## src/rtl/uart_line_tx.sv

```systemverilog
`default_nettype none
`timescale 1ns/1ps
// ============================================================================
//  Module   : uart_line_tx
//  Purpose  : Byte-stream UART transmitter. Bytes enter through a valid/ready
//             handshake, wait in a small FIFO and are sent as 8N1 or 8N2
//             frames at a fixed number of clocks per bit. Back-to-back
//             frames have no idle gap between them.
//  Ports    : theclk      - clock, all state changes on the rising edge
//             theresetn   - asynchronous active-low reset
//             in_data     - byte to send
//             in_valid    - in_data is valid
//             in_ready    - FIFO can take a byte (level below FIFO_DEPTH)
//             tx          - serial line, idle high
//             busy        - frame in progress or FIFO non-empty
//             fifo_level  - current FIFO occupancy
//             tx_done     - one-cycle pulse after each frame
//             line_done   - one-cycle pulse after a frame carrying 0x0A/0x0D
//  Revision : 1.0  initial release
// ============================================================================
module uart_line_tx #(
  parameter int CLKS_PER_BIT = 16,
  parameter int FIFO_DEPTH   = 16,
  parameter int STOP_BITS    = 1
) (
  input  logic                          theclk,
  input  logic                          theresetn,
  input  logic [7:0]                    in_data,
  input  logic                          in_valid,
  output logic                          in_ready,
  output logic                          tx,
  output logic                          busy,
  output logic [$clog2(FIFO_DEPTH):0]   fifo_level,
  output logic                          tx_done,
  output logic                          line_done
);

  localparam int AW = $clog2(FIFO_DEPTH);
  localparam int CW = $clog2(STOP_BITS * CLKS_PER_BIT);
  localparam logic [CW-1:0] BIT_LAST   = CW'(CLKS_PER_BIT - 1);
  localparam logic [CW-1:0] STOP_LAST  = CW'(STOP_BITS * CLKS_PER_BIT - 1);
  localparam logic [AW:0]   FULL_LEVEL = (AW + 1)'(FIFO_DEPTH);

  typedef enum logic [1:0] {
    IDLE  = 2'd0,
    START = 2'd1,
    DATA  = 2'd2,
    STOP  = 2'd3
  } state_t;

  // --------------------------------------------------------------------------
  // Byte FIFO
  // --------------------------------------------------------------------------
  logic [7:0]    mem [FIFO_DEPTH];
  logic [AW-1:0] wr_ptr;
  logic [AW-1:0] rd_ptr;
  logic [AW:0]   level;
  logic          push;
  logic          pop;
  logic          fifo_empty;

  // in_ready comes only from the registered level, so a full FIFO refuses a
  // write even when the FSM pops in the same cycle.
  assign in_ready   = (level != FULL_LEVEL);
  assign push       = in_valid & in_ready;
  assign fifo_empty = (level == '0);
  assign fifo_level = level;

  // Storage needs no reset: the pointers define what is valid.
  always_ff @(posedge theclk) begin
    if (push) begin
      mem[wr_ptr] <= in_data;
    end
  end

  always_ff @(posedge theclk or negedge theresetn) begin
    if (!theresetn) begin
      wr_ptr <= '0;
      rd_ptr <= '0;
      level  <= '0;
    end else begin
      if (push) begin
        wr_ptr <= wr_ptr + 1'b1;
      end
      if (pop) begin
        rd_ptr <= rd_ptr + 1'b1;
      end
      case ({push, pop})
        2'b10:   level <= level + 1'b1;
        2'b01:   level <= level - 1'b1;
        default: level <= level;
      endcase
    end
  end

  // --------------------------------------------------------------------------
  // Frame FSM
  // --------------------------------------------------------------------------
  state_t        state;
  state_t        state_nx;
  logic [CW-1:0] cnt;
  logic [CW-1:0] cnt_nx;
  logic [2:0]    idx;
  logic [2:0]    idx_nx;
  logic [7:0]    cur;
  logic [7:0]    cur_nx;
  logic          tx_nx;
  logic          done_nx;
  logic          line_nx;

  assign busy = (state != IDLE) | ~fifo_empty;

  // tx is registered, so tx_nx is the line level for the state being
  // entered; this gives the one-edge write-to-start-bit latency.
  always_comb begin
    state_nx = state;
    cnt_nx   = cnt;
    idx_nx   = idx;
    cur_nx   = cur;
    tx_nx    = tx;
    done_nx  = 1'b0;
    line_nx  = 1'b0;
    pop      = 1'b0;
    case (state)
      IDLE: begin
        tx_nx  = 1'b1;
        cnt_nx = '0;
        if (!fifo_empty) begin
          pop      = 1'b1;
          cur_nx   = mem[rd_ptr];
          idx_nx   = '0;
          state_nx = START;
          tx_nx    = 1'b0;
        end
      end
      START: begin
        if (cnt == BIT_LAST) begin
          cnt_nx   = '0;
          idx_nx   = '0;
          state_nx = DATA;
          tx_nx    = cur[0];
        end else begin
          cnt_nx = cnt + 1'b1;
        end
      end
      DATA: begin
        if (cnt == BIT_LAST) begin
          cnt_nx = '0;
          if (idx == 3'd7) begin
            state_nx = STOP;
            tx_nx    = 1'b1;
          end else begin
            idx_nx = idx + 3'd1;
            tx_nx  = cur[idx_nx];
          end
        end else begin
          cnt_nx = cnt + 1'b1;
        end
      end
      STOP: begin
        if (cnt == STOP_LAST) begin
          cnt_nx  = '0;
          done_nx = 1'b1;
          line_nx = (cur == 8'h0A) || (cur == 8'h0D);
          // Chain straight into the next start bit when more data waits.
          if (!fifo_empty) begin
            pop      = 1'b1;
            cur_nx   = mem[rd_ptr];
            idx_nx   = '0;
            state_nx = START;
            tx_nx    = 1'b0;
          end else begin
            state_nx = IDLE;
            tx_nx    = 1'b1;
          end
        end else begin
          cnt_nx = cnt + 1'b1;
        end
      end
      default: begin
        state_nx = IDLE;
        tx_nx    = 1'b1;
        cnt_nx   = '0;
      end
    endcase
  end

  always_ff @(posedge theclk or negedge theresetn) begin
    if (!theresetn) begin
      state     <= IDLE;
      cnt       <= '0;
      idx       <= '0;
      cur       <= '0;
      tx        <= 1'b1;
      tx_done   <= 1'b0;
      line_done <= 1'b0;
    end else begin
      state     <= state_nx;
      cnt       <= cnt_nx;
      idx       <= idx_nx;
      cur       <= cur_nx;
      tx        <= tx_nx;
      tx_done   <= done_nx;
      line_done <= line_nx;
    end
  end

endmodule
`default_nettype wire
```

## config.mk

```make
export PLATFORM = sky130hd
export DESIGN_NAME = uart_line_tx
export DESIGN_NICKNAME = d
export VERILOG_FILES = /design/src/rtl/uart_line_tx.sv
export SDC_FILE = /design/constraint.sdc
export NUM_CORES = 1
export LEC_CHECK = 0
export ABC_CLOCK_PERIOD_IN_PS = 9100
export CAP_MARGIN = 40
export CORE_MARGIN = 2
export CORE_UTILIZATION = 40
export CTS_BUF_LIST = sky130_fd_sc_hd__clkbuf_4
export DETAILED_ROUTE_END_ITERATION = 7
export PLACE_DENSITY = 0.61
export SYNTH_ARGS = -nofsm -noshare
export SYNTH_HDL_FRONTEND = slang
export SYNTH_SLANG_ARGS = --single-unit
```

## constraint.sdc

```tcl
create_clock -name theclk -period 9.1 [get_ports theclk]
set_input_delay 0.91 -clock theclk [delete_from_list [all_inputs] [get_ports theclk]]
set_output_delay 0.91 -clock theclk [all_outputs]
set_load 0.05 [all_outputs]
```

Word-level counts from Yosys, hierarchy flattened

Memories as Yosys holds them, arrays and structs flattened.
Index checks and enable logic that the tools add are counted.

Flip-flop bits (word level): 33
Bits in writable memories: 128
Bits of input ports: 11
Output and inout port bits: 10
Word-level logic and storage cells: 84
Memories: 1

Add/sub/neg operators: 6
$lt $le $gt $ge: 1
Equality and inequality tests: 16
Mux-type cells: 36
Bitwise logic cells: 3
Reductions and logical operators: 11

Memory list:

| memory | words | bits a word | read ports | clocked after Yosys merged registers in | wr ports | RTL line | source |
|---|---|---|---|---|---|---|---|
| mem    | 16    | 8           | 1          | 0                                       | 1        | 54       | `logic [7:0] mem [FIFO_DEPTH];` |

Operator list:

| cell                                                       | count |
|---|---|
| equality test 8 x 4 -> 1 bit, second input constant        | 2 |
| 2-to-1 mux 8 bit                                           | 2 |
| one-hot mux 8 bit (2 select lines)                         | 1 |
| 2-to-1 mux 1 bit                                           | 15 |
| 2-to-1 mux 3 bit                                           | 5 |
| adder 4 x 1 -> 4 bit, second input constant                | 3 |
| inequality test 2 bit, second input constant               | 6 |
| one-hot mux 3 bit (4 select lines)                         | 1 |
| 2-to-1 mux 2 bit                                           | 5 |
| one-hot mux 5 bit (2 select lines)                         | 1 |
| one-hot mux 2 bit (4 select lines)                         | 1 |
| one-hot mux 4 bit (2 select lines)                         | 1 |
| equality test 2 bit, second input constant                 | 3 |
| nonzero test 2 bit                                         | 3 |
| adder 5 x 1 -> 5 bit, second input constant                | 1 |
| zero test 5 bit                                            | 1 |
| inequality test 5 bit, second input constant               | 1 |
| AND reduction 5 bit                                        | 1 |
| subtractor 5 x 1 -> 5 bit, second input constant           | 1 |
| equality test 2 x 1 -> 1 bit, second input constant        | 2 |
| equality test 4 bit, second input constant                 | 1 |
| less-than comparator 3 x 4 -> 1 bit, second input constant | 1 |
| 2-to-1 mux 4 bit                                           | 1 |
| one-hot mux 1 bit (4 select lines)                         | 1 |
| other kinds (13)                                           | 13 |

Depth between registers and ports, before layout

Gate-level depths: netlist of run 1.

Word-level depth: 6
Mapped depth: 13
Mapped depth without buffers: 12

Worst setup path after synthesis of run 1

Ideal clock, no wire load.

Kind: register to register
Start point: reg level[0], in the netlist fifo_level[0]
End point: reg level[4], in the netlist fifo_level[4]
Setup time: 0.142 ns
Arrival: 3.399 ns
Required time: 8.958 ns
Path slack: 5.558 ns
Stages on the path, launching flop included: 14
Buffers on the path: 1
Period minus slack after synthesis: 3.542 ns
Path through: dfrtp_1 nor4_2 nand2_1 and2_1 clkbuf_1 inv_1 ha_1 inv_1 fa_1 nor2b_1 o21ai_0 nand3_1 or3b_2 xnor2_1

Elaborated cells on any way between the ends: 12
Classes of those cells: add/sub: 2; eq/ne: 3; mux: 4; bitwise: 1; reduce/logical: 2

RTL lines:

| what                                                                            | RTL line | source |
|---|---|---|
| from (decl)                                                                     | 57       | `logic [AW:0] level;` |
| from (signal assigned)                                                          | 89       | `2'b10: level <= level + 1'b1;` |
| from (signal assigned)                                                          | 90       | `2'b01: level <= level - 1'b1;` |
| from (signal assigned)                                                          | 91       | `default: level <= level;` |
| inequality test 5 bit *                                                         | 64       | `assign in_ready = (level != FULL_LEVEL);` |
| net in_ready                                                                    | 30       | `output logic in_ready,` |
| bitwise AND 1 bit *                                                             | 65       | `assign push = in_valid & in_ready;` |
| equality test 2 x 1 -> 1 bit / equality test 2 bit (equally long branches)      | 88       | `case ({push, pop})` |
| one-hot mux 5 bit (2 select lines) / nonzero test 2 bit (equally long branches) | --       |  |

The timed path passes the listed nets; every way through them passes the cells marked *.
A chain may end at the register's enable or synchronous reset.

Worst setup path after layout of run 1

Start point: reg state[0]
End point: reg level[4], in the netlist fifo_level[4]

Cells in the longest elaborated chain, start to end: 4
Elaborated cells on any way between the ends: 7
Classes of those cells: eq/ne: 3; mux: 2; reduce/logical: 2

Ends and longest elaborated chain:

| what                                                                            | RTL line | source |
|---|---|---|
| from (decl)                                                                     | 99       | `state_t state;` |
| from (signal assigned)                                                          | 198      | `state <= state_nx;` |
| equality test 2 bit / zero test 2 bit (equally long branches)                   | 124      | `case (state)` |
| one-hot mux 1 bit (2 select lines) *                                            | 124      |  |
| net pop                                                                         | 59       | `logic pop;` |
| equality test 2 x 1 -> 1 bit / equality test 2 bit (equally long branches)      | 88       |  |
| one-hot mux 5 bit (2 select lines) / nonzero test 2 bit (equally long branches) | --       |  |

Marked as above.

==> flow_metrics.py, run 1 <==
metrics = {
    "die": {
        "die_w_um": 134,
        "floorplan.io_pins": 21,
        "coreArea_um2": 16500,
        "core.rowCount": 47,
        "floorplan.initialDensity_pct": 40.7,
        "die_height_um": 134,
        "design.die.area_um2": 17900,
    },
    "finish": {
        "multi_input_gate_area_in_the_final_layout_um2": 1930,
        "post_route_cells_drive_above_1_share_pct": 21.9,
        "area_delta_synth_final_pct": 11.2,
        "nNetsFinal": 440,
        "layout.filler_cells": 1420,
        "area.sequential_um2": 4670,
        "insertedDiodeCount": 0,
    },
    "worst_setup_path": {
        "worst_ep_required_time_ns": 9.57,
        "crit-reg2reg-launch": "state[0]",
        "ff2ff_path_depth": 11,
        "cp-startpoint": "state[0]",
        "end_kind": "flip-flop",
        "timing_worst_setup_path_type": "flip-flop to flip-flop",
        "sort_of_element_at_the_start_of_the_critical_path": "flip-flop",
        "critical_path.max_fanout": 5,
        "critical_path_arrival_ns": 3.89,
    },
    "worst_hold_path": {
        "holdPathStages": 1,
        "min_path_type": "flip-flop to flip-flop",
        "min_delay_src": "cnt[0]",
    },
    "yosys": {
        "synth.net_count": 412,
        "synth_area_um2": 6730,
        "number_of_flip_flops_and_latches_in_the_synthesized_netlist": 161,
        "synth_edf_count": 128,
        "synthArstFlopShare_pct": 20.5,
        "synthesis.instances": 383,
        "syn_avg_cell_area_um2": 17.6,
        "post_synth_num_cell_types": 48,
        "synth.yosys.warnings": 0,
        "yosys_most_used_dff": "sky130_fd_sc_hd__edfxtp_1",
        "synth.yosys.seq_area_share_pct": 69.4,
    },
    "timing": {
        "rsz_0062_raised_after_global_routing": "false",
        "totalNegativeSetupSlack_ns": 0,
        "slew_headroom_pct": 43.0,
        "report.final.setup_viol": 0,
        "max_slew.worst_pin.slew_ns": 0.853,
        "final.min_clock_period_ns": 3.42,
        "report.final.hold_viol_count": 0,
        "max_clock_freq_ghz": 0.293,
        "timing_max_transition_violations_final": 0,
        "final_min_period_over_clock_period_pct": 37.5,
        "clock_skew_ns": 0.0159,
    },
    "route": {
        "route.final.wire_length_um": 12500,
        "vias": 3386,
        "wl_met2_um": 6050,
        "route.detailed.wl_per_inst_um": 19.4,
        "firstDrtPassIters": 4,
        "wl_met1_um": 5920,
        "drt.antenna.violating_nets": 0,
        "top_layer": "met4",
        "dr_wl_met3_um": 313,
        "route.detailed.drc": 0,
        "detailedRoute.firstIterationViolations": 327,
        "viasPerCell": 5.26,
    },
    "run_status": {
        "outcome": "completed",
    },
    "global_route": {
        "grt_max_degree": 35,
        "grt_util_all_layers_pct": 15.3,
        "first_pass_grt_wire_length_um": 19900,
        "grt-ovfl-total": 0,
        "antenna_found_initial": 0,
        "grt_pass1_vias": 3543,
    },
    "power": {
        "design_power_total_mw": 1.60,
        "powerDensity_nw_per_um2": 213,
        "leakage_nw": 2.48,
        "vdd.ir_drop.worst_mv": 0.132,
    },
    "clock_tree": {
        "cts.repair.resized": 0,
        "cts_buffers": 17,
        "clk_pin_slew_ns": 0.14,
        "cts_hold_repair.buffers": 0,
        "total_clock_sinks": 161,
        "cts_setup_buffers": 0,
        "clock_latency_ns": 0.58,
        "htree_levels": 4,
        "cts_max_path_buffers": 2,
        "clock_root_cell": "sky130_fd_sc_hd__clkbuf_4",
        "clock_tree_from_tritoncts": "built",
    },
    "place": {
        "place.port_buffers": 20,
        "place.detailed.hpwl_um": 8050,
        "routabilityCongestion": 0.754,
    },
    "job": {
        "max_cap_viol_count": 0,
    },
}
-- Yosys cell counts (all sizes together) (2+ instances only) --
library cell,instances,area share (%)
buf,11,0.95
nand4,4,0.37
ha,17,3.2
mux4,34,11
a21oi,8,0.59
nand2,16,0.89
nor2b,2,0.19
a221oi,8,1.8
o21ai,8,0.59
xor2,3,0.39
nand3,8,0.59
clkbuf,7,0.45
xnor2,8,1.0
mux2,2,0.33
a21o,3,0.35
dfrtp,32,12
nor2,26,1.4
edfxtp,128,57
a211oi,2,0.41
mux2i,9,1.3
o22ai,8,0.74
nand2b,3,0.28
and2,3,0.32
nor4,2,0.28
nor3,7,0.52
inv,11,0.61
-- worst max-delay path, cell delays in order, from the launching register on --
cell and delay, ns:
sky130_fd_sc_hd__dfrtp_1 0.42, sky130_fd_sc_hd__inv_1 0.11, sky130_fd_sc_hd__ha_1 0.40, sky130_fd_sc_hd__nor3_1 0.62, sky130_fd_sc_hd__ha_1 0.35, sky130_fd_sc_hd__inv_1 0.10
sky130_fd_sc_hd__fa_1 0.41, sky130_fd_sc_hd__nor2b_1 0.12, sky130_fd_sc_hd__o21ai_0 0.12, sky130_fd_sc_hd__nand3_1 0.10, sky130_fd_sc_hd__or3b_2 0.45, sky130_fd_sc_hd__xnor2_1 0.13
-- sequential cells by signal, summed over array words and instances (netlist names) --
signal / cells
idx: 3
state: 2
wr_ptr: 4
line_done: 1
cur: 8
mem: 128
fifo_level: 5
rd_ptr: 4
tx: 1
cnt: 4
tx_done: 1
-- cell families (layout without fill, tap and decap cells) --
group | after synthesis | count (layout) | synth area share (%)
adder cells (fa/ha/maj) | 18 | 18 | 3.46
buffers and inverters | 29 | 70 | 2.01
multiplexers | 45 | 45 | 13.0
AND/OR/NAND/NOR | 78 | 78 | 5.69
XOR/XNOR | 11 | 11 | 1.43
flip-flops | 161 | 161 | 69.4
AO/OA/AOI/OAI | 41 | 41 | 4.98
-- power breakdown --
part	internal (mW)	switching (mW)	total (mW)
registers	0.873	0.0427	0.915
clock network	0.175	0.273	0.448
logic	0.0815	0.152	0.233
-- cell usage in the layout (no fill, tap or decap), types with 9 or more instances in the layout --
master,instances
sky130_fd_sc_hd__mux4_2,34
sky130_fd_sc_hd__edfxtp_1,128
sky130_fd_sc_hd__ha_1,17
sky130_fd_sc_hd__dfrtp_1,30
sky130_fd_sc_hd__nand2_1,16
sky130_fd_sc_hd__mux2i_1,9
sky130_fd_sc_hd__clkdlybuf4s50_1,20
sky130_fd_sc_hd__nor2_1,26
sky130_fd_sc_hd__clkbuf_4,18
sky130_fd_sc_hd__inv_1,11
-- worst paths after layout --
check / end / slack, ns
setup / recovery: fifo_level[4] / 5.68
hold / removal: cnt[0] / 0.51
hold reg to reg: cnt[0] / 0.51
max in group asynchronous: tx / 8.01
setup reg to reg: fifo_level[4] / 5.68
min in group asynchronous: fifo_level[1] / 0.72
-- layout make-up --
| cell class | count | area share, % |
|---|---|---|
| sequential | 161 | 62.4 |
| multi-input combinational | 193 | 25.7 |
| tap | 220 | 3.68 |
| timing repair buffer | 27 | 3.54 |
| clock inverter | 14 | 2.27 |
| clock buffer | 18 | 1.81 |
| inverter | 11 | 0.552 |
-- stage by stage --
step	setup WS (ns)	hold WS (ns)	util, %	cells	area, um2
after global placement	5.67	0.470	43.3	610	7150
final	5.68	0.512	45.3	644	7490
after global routing	5.35	0.529	45.3	644	7490
after floorplan	5.56	0.457	-	383	6730
after CTS	5.64	0.514	45.3	644	7490
after detailed placement	5.61	0.494	43.5	612	7180
-- per-layer routing --
layer	GRT usage (%)	vias to the layer above
met5	0	-
met4	5.50	0
met3	3.69	14
met2	24.5	49
met1	20.4	1764
li1	-	1559
Note: power is estimated with default switching activity, not from simulation.
==> run 2: changes to the inputs <==
--- a/config.mk
+++ b/config.mk
@@ -5,7 +5,7 @@
 export SDC_FILE = /design/constraint.sdc
 export NUM_CORES = 1
 export LEC_CHECK = 0
-export ABC_CLOCK_PERIOD_IN_PS = 9100
+export ABC_CLOCK_PERIOD_IN_PS = 3300
 export CAP_MARGIN = 40
 export CORE_MARGIN = 2
 export CORE_UTILIZATION = 40
==> constraint.sdc (replaced) <==
create_clock -name theclk -period 3.3 [get_ports theclk]
set_input_delay 0.33 -clock theclk [delete_from_list [all_inputs] [get_ports theclk]]
set_output_delay 0.33 -clock theclk [all_outputs]
set_load 0.05 [all_outputs]
==> flow_metrics.py, run 2 (same netlist as run 1, synthesis figures left out) <==
metrics = {
    "finish": {
        "post_route_cells_drive_above_1_share_pct": 24.5,
        "nNetsFinal": 453,
        "layout.cell_area.non_filler_um2": 7600,
        "largest_register": "mem",
        "largest_register_ffs": 128,
        "final_cell_mix": "sky130_fd_sc_hd__edfxtp_1 (128), sky130_fd_sc_hd__mux4_2 (34), sky130_fd_sc_hd__dfrtp_1 (28)",
        "layout.filler_cells": 1458,
        "area_delta_synth_final_pct": 12.9,
        "insertedDiodeCount": 0,
        "commonest_non_fill_non_tap_cell_in_the_layout": "sky130_fd_sc_hd__edfxtp_1",
    },
    "worst_setup_path": {
        "sort_of_element_at_the_start_of_the_critical_path": "flip-flop",
        "path_cells": "nor4_4 > nand2_2 > and2_1 > inv_1 > ha_1 > inv_1 > fa_1 > nor2b_1 > o21ai_0 > nand3_1 > or3b_2 > xnor2_1",
        "cpMaxStageDelayCell": "sky130_fd_sc_hd__dfrtp_2",
        "ff2ff_path_depth": 12,
        "critical_path.max_fanout": 9,
        "crit-reg2reg-launch": "fifo_level[0]",
        "critical_path_arrival_ns": 3.49,
        "critical-path-max-stage-delay_ns": 0.47,
        "end_kind": "flip-flop",
        "timing_worst_setup_path_type": "flip-flop to flip-flop",
        "regToRegEndpoint": "fifo_level[4]",
        "setup.reg_to_reg.worst_slack_ns": 0.26,
        "worst_ep_required_time_ns": 3.75,
        "crit_path_frequent_cell": "sky130_fd_sc_hd__inv_1",
    },
    "route": {
        "route.final.wire_length_um": 12800,
        "dr_wl_met3_um": 586,
        "wl_met1_um": 5730,
        "route.detailed.wl_per_inst_um": 19.5,
        "vias": 3420,
        "firstDrtPassIters": 4,
        "wl_met2_um": 6320,
        "top_layer": "met4",
        "route.detailed.drc": 0,
        "drt.antenna.violating_nets": 0,
        "detailedRoute.firstIterationViolations": 239,
        "viasPerCell": 5.21,
    },
    "global_route": {
        "grt_max_degree": 34,
        "grt_pass1_vias": 3505,
        "first_pass_grt_wire_length_um": 20300,
        "antenna_found_initial": 0,
        "grt-ovfl-total": 0,
        "grt_util_all_layers_pct": 15.6,
    },
    "timing": {
        "max_clock_freq_ghz": 0.328,
        "slew_headroom_pct": 47.8,
        "timing_max_transition_violations_final": 0,
        "clock_skew_ns": 0.0163,
        "max_slew.worst_pin.slew_ns": 0.781,
        "totalNegativeSetupSlack_ns": 0,
        "final.min_clock_period_ns": 3.04,
        "rsz_0062_raised_after_global_routing": "false",
        "final_min_period_over_clock_period_pct": 92.3,
        "report.final.setup_viol": 0,
        "post-route-worst-setup-slack_ns": 0.255,
        "report.final.hold_viol_count": 0,
    },
    "die": {
        "coreArea_um2": 16500,
        "floorplan.io_pins": 21,
        "floorplan.initialDensity_pct": 40.7,
        "design.die.area_um2": 17900,
        "die_height_um": 134,
        "core.rowCount": 47,
        "die_w_um": 134,
    },
    "place": {
        "placement.cell_area_um2": 7280,
        "place.detailed.hpwl_um": 8520,
        "place_worst_setup_slack_ns": 0.265,
        "place.port_buffers": 20,
        "routabilityCongestion": 0.740,
    },
    "power": {
        "leakage_nw": 2.57,
        "powerDensity_nw_per_um2": 589,
        "design_power_total_mw": 4.47,
        "vdd.ir_drop.worst_mv": 0.346,
    },
    "clock_tree": {
        "cts_max_path_buffers": 2,
        "htree_levels": 4,
        "clock_tree_from_tritoncts": "built",
        "clock_latency_ns": 0.55,
        "cts_hold_repair.buffers": 0,
        "cts_setup_buffers": 0,
        "clk_pin_slew_ns": 0.13,
        "cts_buffers": 17,
        "cts.repair.resized": 0,
        "total_clock_sinks": 161,
        "clock_root_cell": "sky130_fd_sc_hd__clkbuf_4",
    },
    "job": {
        "max_cap_viol_count": 0,
    },
    "worst_hold_path": {
        "min_path_type": "input pin to asynchronous set/reset pin",
    },
    "run_status": {
        "outcome": "completed",
    },
}
==> run 2: critical path: cells and delay by family, from the launching register on <==
family                     cells  cell delay, ns
xor gates and xnor gates       1            0.13
AOI/OAI and AO/OA              1            0.11
adders and majority gates      2            0.63
DFF                            1            0.47
buffers and inverters          2            0.20
and+or+nand+nor                6            1.39
==> run 2: metal layers <==
metal	up-vias	GRT usage, %
met4	0	5.50
met2	74	24.9
met1	1741	21.1
li1	1591	-
met5	-	0
met3	14	3.77
==> run 2: final cells by class <==
class / instances / area (um2) / area share [%]
clock buffer: 17 / 128 / 1.68
clock inverter: 14 / 190 / 2.50
inverter: 11 / 41.3 / 0.543
multi-input combinational: 193 / 1940 / 25.5
sequential: 161 / 4680 / 61.5
tap: 220 / 275 / 3.62
timing repair buffer: 40 / 350 / 4.61
==> run 2: per-stage QoR <==
stage / instances / utilization (%) / hold slack, ns
after detailed placement: 625 / 44.1 / 0.505
after global routing: 656 / 46.0 / 0.158
after CTS: 656 / 46.0 / 0.124
after global placement: 625 / 44.1 / 0.471
after floorplan: 383 / - / 0.0344
final: 656 / 46.0 / 0.175
==> run 2: power by group <==
part / total, mW / internal (mW) / switching [mW]
logic: 0.676 / 0.248 / 0.428
clock network: 1.27 / 0.598 / 0.674
registers: 2.53 / 2.41 / 0.119
total: 4.47 / 3.25 / 1.22
==> run 2: how the worst max path moves through the flow <==
stage                        startpoint             to  cells after the start
after floorplan           fifo_level[0]  fifo_level[4]                     13
after global placement    fifo_level[0]  fifo_level[4]                     12
after detailed placement  fifo_level[0]  fifo_level[4]                     12
after CTS                 fifo_level[0]  fifo_level[4]                     12
after global routing           state[0]  fifo_level[4]                     11
final                     fifo_level[0]  fifo_level[4]                     12
==> run 3: changes to the inputs <==
--- a/config.mk
+++ b/config.mk
@@ -8,10 +8,10 @@
 export ABC_CLOCK_PERIOD_IN_PS = 3300
 export CAP_MARGIN = 40
 export CORE_MARGIN = 2
-export CORE_UTILIZATION = 40
+export CORE_UTILIZATION = 50
 export CTS_BUF_LIST = sky130_fd_sc_hd__clkbuf_4
 export DETAILED_ROUTE_END_ITERATION = 7
-export PLACE_DENSITY = 0.61
+export PLACE_DENSITY = 0.72
 export SYNTH_ARGS = -nofsm -noshare
 export SYNTH_HDL_FRONTEND = slang
 export SYNTH_SLANG_ARGS = --single-unit
==> flow_metrics.py, run 3 (same netlist as run 1, synthesis figures left out) <==
metrics = {
    "global_route": {
        "grt_max_degree": 34,
        "antenna_found_initial": 0,
        "grt_pass1_vias": 3636,
        "grt-ovfl-total": 0,
        "first_pass_grt_wire_length_um": 20100,
        "grt_util_all_layers_pct": 19.3,
    },
    "finish": {
        "layout.filler_cells": 1003,
        "layout.cell_area.non_filler_um2": 7480,
        "area_delta_synth_final_pct": 11.1,
        "nNetsFinal": 448,
        "post_route_cells_drive_above_1_share_pct": 24.1,
        "largest_register": "mem",
        "final_cell_mix": "sky130_fd_sc_hd__edfxtp_1 (128), sky130_fd_sc_hd__mux4_2 (34), sky130_fd_sc_hd__dfrtp_1 (28)",
        "insertedDiodeCount": 0,
        "commonest_non_fill_non_tap_cell_in_the_layout": "sky130_fd_sc_hd__edfxtp_1",
        "largest_register_ffs": 128,
    },
    "route": {
        "top_layer": "met4",
        "wl_met1_um": 5390,
        "firstDrtPassIters": 4,
        "route.detailed.wl_per_inst_um": 20.5,
        "vias": 3501,
        "dr_wl_met3_um": 663,
        "viasPerCell": 5.76,
        "wl_met2_um": 6250,
        "drt.antenna.violating_nets": 0,
        "detailedRoute.firstIterationViolations": 199,
        "route.final.wire_length_um": 12500,
        "route.detailed.drc": 0,
    },
    "timing": {
        "max_slew.worst_pin.slew_ns": 0.838,
        "report.final.setup_viol": 0,
        "timing_max_transition_violations_final": 0,
        "clock_skew_ns": 0.0186,
        "final.min_clock_period_ns": 3.06,
        "rsz_0062_raised_after_global_routing": "false",
        "max_clock_freq_ghz": 0.327,
        "totalNegativeSetupSlack_ns": 0,
        "report.final.hold_viol_count": 0,
        "slew_headroom_pct": 43.9,
        "final_min_period_over_clock_period_pct": 92.8,
    },
    "power": {
        "internal_power_mw": 3.05,
        "sw_frac_of_total_pct": 29.8,
        "switching_power_mw": 1.30,
        "vdd.ir_drop.worst_mv": 0.409,
        "powerDensity_nw_per_um2": 581,
        "relative_contribution_of_sequential_cells_to_total_power_pct": 58.3,
        "leakage_nw": 2.51,
        "clock_power_share_pct": 26.2,
        "combPwrFrac_pct": 15.5,
    },
    "job": {
        "max_cap_viol_count": 0,
    },
    "run_status": {
        "outcome": "completed",
    },
    "clock_tree": {
        "cts_max_path_buffers": 2,
        "htree_levels": 4,
        "cts_buffers": 17,
        "clock_tree_from_tritoncts": "built",
        "clk_pin_slew_ns": 0.14,
        "cts_setup_buffers": 0,
        "clock_latency_ns": 0.56,
        "cts_hold_repair.buffers": 0,
        "clock_root_cell": "sky130_fd_sc_hd__clkbuf_4",
        "cts.repair.resized": 0,
        "total_clock_sinks": 161,
    },
    "worst_setup_path": {
        "worst_ep_required_time_ns": 3.76,
        "timing_worst_setup_path_type": "flip-flop to flip-flop",
        "critical_path.max_fanout": 5,
        "sort_of_element_at_the_start_of_the_critical_path": "flip-flop",
        "critical_path_arrival_ns": 3.52,
        "end_kind": "flip-flop",
    },
    "place": {
        "place.detailed.hpwl_um": 8320,
        "placement.cell_area_um2": 7200,
        "place.port_buffers": 20,
        "routabilityCongestion": 0.835,
    },
    "die": {
        "die_height_um": 120,
        "core.rowCount": 42,
        "design.die.area_um2": 14400,
        "floorplan.io_pins": 21,
        "coreArea_um2": 13200,
        "die_w_um": 120,
        "floorplan.initialDensity_pct": 51.0,
    },
    "worst_hold_path": {
        "min_path_type": "input pin to asynchronous set/reset pin",
    },
}
-- run 3: changes by cell type in the layout (fill, tap and decap cells not counted), sizes merged --
cell	previous run	this run
bufinv	4	1
clkinv	8	2
buf	20	15
inv	12	18
clkinvlp	1	5
-- run 3: area by class of cell --
cell class / instances / area [um2] / area share [%]
sequential: 161 / 4680 / 62.5
multi-input combinational: 193 / 1940 / 25.9
timing repair buffer: 35 / 325 / 4.35
tap: 176 / 220 / 2.95
clock inverter: 15 / 149 / 1.99
clock buffer: 17 / 128 / 1.71
inverter: 11 / 41.3 / 0.552
-- run 3: worst max-delay path, cell delays in order (launching register included) --
cell and delay, ns:
sky130_fd_sc_hd__dfrtp_1 0.43, sky130_fd_sc_hd__inv_1 0.11, sky130_fd_sc_hd__ha_1 0.40, sky130_fd_sc_hd__nor3_1 0.29, sky130_fd_sc_hd__ha_1 0.28, sky130_fd_sc_hd__inv_1 0.10, sky130_fd_sc_hd__fa_1 0.40, sky130_fd_sc_hd__nor2b_1 0.14
sky130_fd_sc_hd__o21ai_0 0.13, sky130_fd_sc_hd__nand3_1 0.10, sky130_fd_sc_hd__or3b_2 0.45, sky130_fd_sc_hd__xnor2_1 0.14
-- run 3: layer usage --
layer | up-vias | track usage [%]
met4 | 0 | 6.62
met3 | 16 | 5.85
met2 | 97 | 30.8
met1 | 1804 | 25.4
met5 | - | 0
li1 | 1584 | -
-- run 3: power by group through the flow --
stage                     Combinational, mW  Clock, mW  Sequential, mW
final                                 0.673       1.14            2.53
after global routing                  0.736       1.25            2.56
after CTS                             0.680       1.17            2.53
after detailed placement              0.676          0            2.58
after global placement                0.657          0            2.56
after floorplan                       0.355          0            2.63
-- run 3: path summary, 6_finish.rpt --
kind | startpoint | endpoint | slack [ns] | cells after the start
setup / recovery | state[0] | fifo_level[4] | 0.24 | 11
hold / removal | theresetn | fifo_level[1] | 0.15 | 2
setup reg to reg | state[0] | fifo_level[4] | 0.24 | 11
hold reg to reg | cnt[0] | cnt[0] | 0.51 | 1
max in group asynchronous | theresetn | tx | 2.80 | 2
min in group theclk | cnt[0] | cnt[0] | 0.51 | 1
-- run 3: stage by stage --
| step | hold slack [ns] | setup WS (ns) | utilization [%] | total power, mW | instances |
|---|---|---|---|---|---|
| global route | 0.132 | 0.0175 | 56.7 | 4.54 | 608 |
| global placement | 0.474 | 0.374 | 54.6 | 3.21 | 576 |
| CTS | 0.109 | 0.265 | 56.7 | 4.38 | 608 |
| detailed placement | 0.485 | 0.298 | 54.6 | 3.26 | 576 |
| finish | 0.152 | 0.239 | 56.7 | 4.34 | 608 |
| floorplan | 0.0344 | 0.0346 | - | 2.98 | 383 |
==> variant 1 (settings of run 2) <==
The 4 states of `state_t` get a one-hot encoding in 4 bits.
--- a/src/rtl/uart_line_tx.sv
+++ b/src/rtl/uart_line_tx.sv
@@ -41,11 +41,11 @@
   localparam logic [CW-1:0] STOP_LAST  = CW'(STOP_BITS * CLKS_PER_BIT - 1);
   localparam logic [AW:0]   FULL_LEVEL = (AW + 1)'(FIFO_DEPTH);
 
-  typedef enum logic [1:0] {
-    IDLE  = 2'd0,
-    START = 2'd1,
-    DATA  = 2'd2,
-    STOP  = 2'd3
+  typedef enum logic [3:0] {
+    IDLE  = 4'b0001,
+    START = 4'b0010,
+    DATA  = 4'b0100,
+    STOP  = 4'b1000
   } state_t;
 
   // --------------------------------------------------------------------------
Formal check against the unedited RTL: same outputs for any inputs over 10 cycles, from zero or initial values and one cycle with theresetn low; not proved beyond that.
==> variant 1 against run 2 <==
  * Sequential cell count rose by 2
  * Non-clock buffer count is 2 higher
  * Register-to-register slack improved by 0.16 ns
  * Fmax rose by 4.3%
  * Wire length increased by 4.3%
  * Clock skew increased by 0.0088 ns
  * Synthesized area increased by 3.3%
  * Worst setup slack improved by 0.13 ns
  * Cell area rose by 2.7%
  * Hold slack better by 0.20 ns
  * Core utilization fell by 0.38 points
  * Critical path depth decreased by 8
Power is not compared: it rests on default switching activity, and its combinational part moved more than twofold at a synthesized area within 25%.
==> variant 1: results (changes against run 2) <==
metric	value	unit	change
postPlaceCellArea	7470	µm²	+2.6%
seqCellArea	4720	µm²	+1.0%
synthCells	434		+13%
tightest_slew	0.826	ns	+0.0451 ns
areaGrowthSynthToFinish	12.2	%	
nonClkBufAreaFrac	0.0497		+0.00358
grt_pass1_wl	21000	µm	+3.2%
outcome	finished clean		
antenna_cells	0		unchanged
hold_class	input pin to async pin		
synth_top_cells_by_area	edfxtp_1 (55%), dfrtp_1 (12%), mux4_2 (8.4%)		
largest_reg_flops	128		unchanged
clockBufferDepth	2		unchanged
netlist_top_cells_count	edfxtp_1 (128), nor2_1 (44), dfrtp_1 (33), mux4_2 (26), nand2_1 (25)		
cts_max_level	4		unchanged
fin_nets	495		+9.3%
synth-seq-area-share	0.679		-0.0148
grt_util_all_layers	0.157		+0.000291
dpl.cell_count	676		+8.2%
hpwl	8510	µm	-0.16%
critPathMaxFanout	5		-4
buffers	42		+5.0%
syn_area	6950	µm²	+3.3%
synth_ff_type	edfxtp_1		
clk_pin_slew	0.16	ns	+0.03 ns
r2r_slack	0.42	ns	+0.16 ns
inverters	8		-3
fillers	1499		+2.8%
post_drt_wl_per_cell	18.9	µm	-3.5%
dp_worst_setup_slack	0.442	ns	+0.176 ns
sw_frac_of_total	0.364		
ys_types	45		-6.3%
drive_above_1_share	0.215		-0.0305
synthesis.nets	458		+11%
p_seq	2.89	mW	
arrival	2.59	ns	-0.90 ns
cts.repair.resized	0		unchanged
fin_worst_skew	0.0251	ns	+0.00880 ns
cts_buffers	17		unchanged
final-clk-cell-share	0.0415		-0.000312
async_flop_share	0.215		+0.00975
drtIter0Drc	267		+12%
overflow	0		unchanged
multi_input_area_share	0.264		+0.00876
cp_slowest_cell	clkdlybuf4s50_1		
fin_cells	709		+8.1%
synth-edff-count	128		unchanged
critPathMaxStageDelay	0.72	ns	+0.25 ns
fmax	343	MHz	+4.3%
insertion_delay	0.55	ns	about the same
clkbuf_count	18		+1
comb.multi_input.count	239		+24%
dr_total_vias	3714		+8.6%
grt_max_degree	36		+5.9%
gp_congestion	0.856		+16%
synth.ff_latch_count	163		+1.2%
variant 1: cell types whose count changed in the layout (fill, tap and decap cells not counted), sizes merged, moves of 6 or more:
cell / delta
a221oi: -8
o22ai: -6
a31oi: +8
mux2: +11
nand2: +9
mux4: -8
nor2: +18
a21oi: +10
variant 1: stage by stage:
step | hold WS, ns | total power, mW
final | 0.377 | 6.49
after global routing | 0.414 | 6.86
after CTS | 0.382 | 6.56
after detailed placement | 0.466 | 5.27
after global placement | 0.446 | 5.17
after floorplan | 0.0344 | 4.58
variant 1: final timing paths:
kind / startpoint / cells after the start / to
worst max-delay path: fifo_level[1]$_DFFE_PN0P_ / 4 / busy
worst min-delay path: theresetn / 2 / cur[6]$_DFFE_PN0P_
worst max register to register: fifo_level[1]$_DFFE_PN0P_ / 10 / fifo_level[4]$_DFFE_PN0P_
worst min register to register: cnt[0]$_DFF_PN0_ / 1 / cnt[0]$_DFF_PN0_
max in group asynchronous: theresetn / 2 / rd_ptr[0]$_DFFE_PN0P_
min in group theclk: cnt[0]$_DFF_PN0_ / 1 / cnt[0]$_DFF_PN0_
variant 1: routing by layer:
layer,up-vias,share of wire,global-route usage
met5,-,0,0
met3,10,0.040,0.0406
met1,1895,0.45,0.214
met2,82,0.50,0.254
met4,0,0.011,0.0359
li1,1727,-,-
variant 1: repair_timing:
action	in CTS	in global routing
setup endpoints to repair	0	0
endpoints found under the hold margin	33	0
hold buffers	1	0
variant 1: cells by family after synthesis:
| logic type | count (synthesis) | share of synthesized area |
|---|---|---|
| flops | 163 | 0.679 |
| simple gates | 107 | 0.0775 |
| mux | 53 | 0.126 |
| compound gates | 51 | 0.0480 |
| buf+inv | 32 | 0.0250 |
| xor+xnor | 15 | 0.0200 |
| fa+ha+maj | 13 | 0.0245 |
==> variant 2 (flow settings as in run 2) <==
Without the edit above. The parameter `FIFO_DEPTH` goes from 16 to 32.
--- a/src/rtl/uart_line_tx.sv
+++ b/src/rtl/uart_line_tx.sv
@@ -20,7 +20,7 @@
 // ============================================================================
 module uart_line_tx #(
   parameter int CLKS_PER_BIT = 16,
-  parameter int FIFO_DEPTH   = 16,
+  parameter int FIFO_DEPTH   = 32,
   parameter int STOP_BITS    = 1
 ) (
   input  logic                          theclk,
Interface: changed (resized fifo_level); port bits go from 21 to 22. No check against the original RTL was run, so the function may have changed too.
==> variant 2 against run 2 <==
  * Wire length up 100%
  * Power up 90%
  * Worst setup slack better by 0.074 ns
  * Sequential power up 76%
  * Clock skew grew 0.0092 ns
  * Global-route usage is 0.85 points higher
  * Sequential share of layout area fell by 0.44 points
  * Synthesized area increased by 82%
  * Via count increased by 98%
  * Sequential cell count grew 131
  * Critical path depth down 7
  * Cell area is 85% higher
  * Largest cell class unchanged
  * Largest power group unchanged
  * Highest routed layer unchanged
==> variant 2: results (changes against run 2) <==
metric	value	unit	change
outcome	finished clean		
ys_types	69		+44%
power.leakage	4.75	nW	+85%
fin_nets	871		+92%
yosys.area_share.adder	0.0163		-0.0183
dpl.cell_count	1159		+85%
r2r_slack	0.39	ns	+0.13 ns
synthMuxAreaShare	0.122		-0.00884
clkbuf_count	118		+101
first_pass_iters	5		+1
critPathMaxStageDelay	0.70	ns	+0.23 ns
critPathMaxFanout	7		-2
cts.sinks	292		+81%
multi_input_area	3290	µm²	+70%
port_buffers	21		+5.0%
antenna_cells	1		+1
grt_max_degree	47		+38%
nonClkBufAreaFrac	0.0454		-0.000756
clk_pin_slew	0.05	ns	-0.08 ns
sw_frac_of_total	0.253		-0.0201
grt_util_all_layers	0.165		+0.00847
grt_pass1_wl	39300	µm	+93%
antenna_found_initial	1		+1
dr_total_vias	6771		+98%
netlist_top_cells_count	edfxtp_1 (256), mux2i_1 (100), nor2_1 (45), dfrtp_1 (35), nand2_1 (26)		
post_drt_wl_per_cell	19.8	µm	+1.2%
reg2reg_from	cnt[0]$_DFF_PN0_		
num_rows	64		+36%
final-clk-cell-share	0.0716		+0.0298
synthesis.nets	753		+83%
cts_max_level	3		-1
hpwl	15900	µm	+86%
tightest_slew	0.812	ns	+0.0310 ns
clockBufferDepth	3		+1
drive_above_1_share	0.242		-0.00376
seqCellArea	8600	µm²	+84%
drtIter0Drc	461		+93%
dp_worst_setup_slack	0.396	ns	+0.130 ns
buffers	75		+88%
## variant 2: cell types whose count changed in the layout (fill, tap and decap cells not counted), moves of 14 or more
cell / run 2 / this run
nor2_1: 26 / 45
buf_4: 20 / 51
mux2i_1: 9 / 100
edfxtp_1: 128 / 256
a221oi_1: 0 / 14
clkbuf_4: 17 / 118
mux4_2: 34 / 10
a22oi_1: 1 / 20
## variant 2: critical path: cells and delay by family, from the launching register on
kind | cells | cell delay (ns)
buffers and inverters | 2 | 0.90
DFF | 1 | 0.45
and+or+nand+nor | 3 | 0.64
## variant 2: worst max-delay path by stage
stage | from | endpoint | cells after the start
after floorplan | fifo_level[1]$_DFFE_PN0P_ | fifo_level[4]$_DFFE_PN0P_ | 14
after global placement | fifo_level[2]$_DFFE_PN0P_ | fifo_level[4]$_DFFE_PN0P_ | 11
after detailed placement | cnt[0]$_DFF_PN0_ | fifo_level[4]$_DFFE_PN0P_ | 12
after CTS | fifo_level[2]$_DFFE_PN0P_ | busy | 5
after global routing | cnt[0]$_DFF_PN0_ | fifo_level[4]$_DFFE_PN0P_ | 12
final | fifo_level[2]$_DFFE_PN0P_ | busy | 5
## variant 2: power groups by stage
stage | clock network [mW] | logic (mW) | registers, mW
2_1_floorplan | 0 | 0.457 | 4.58
3_3_place_gp | 0 | 0.866 | 4.52
3_5_place_dp | 0 | 0.883 | 4.53
4_1_cts | 3.28 | 0.888 | 4.46
5_1_grt | 3.47 | 0.956 | 4.48
6_report | 3.17 | 0.878 | 4.46
## variant 2: routing by layer
layer,GRT usage,up-vias,share of wire
met3,0.0358,34,0.050
met2,0.258,176,0.47
li1,-,3152,-
met1,0.227,3409,0.46
met5,0,-,0
met4,0.0601,0,0.018
## variant 2: repair_timing
item	in CTS	in global routing
endpoints found under the hold margin	36	0
hold buffers	1	0
endpoints found under the setup margin	0	0
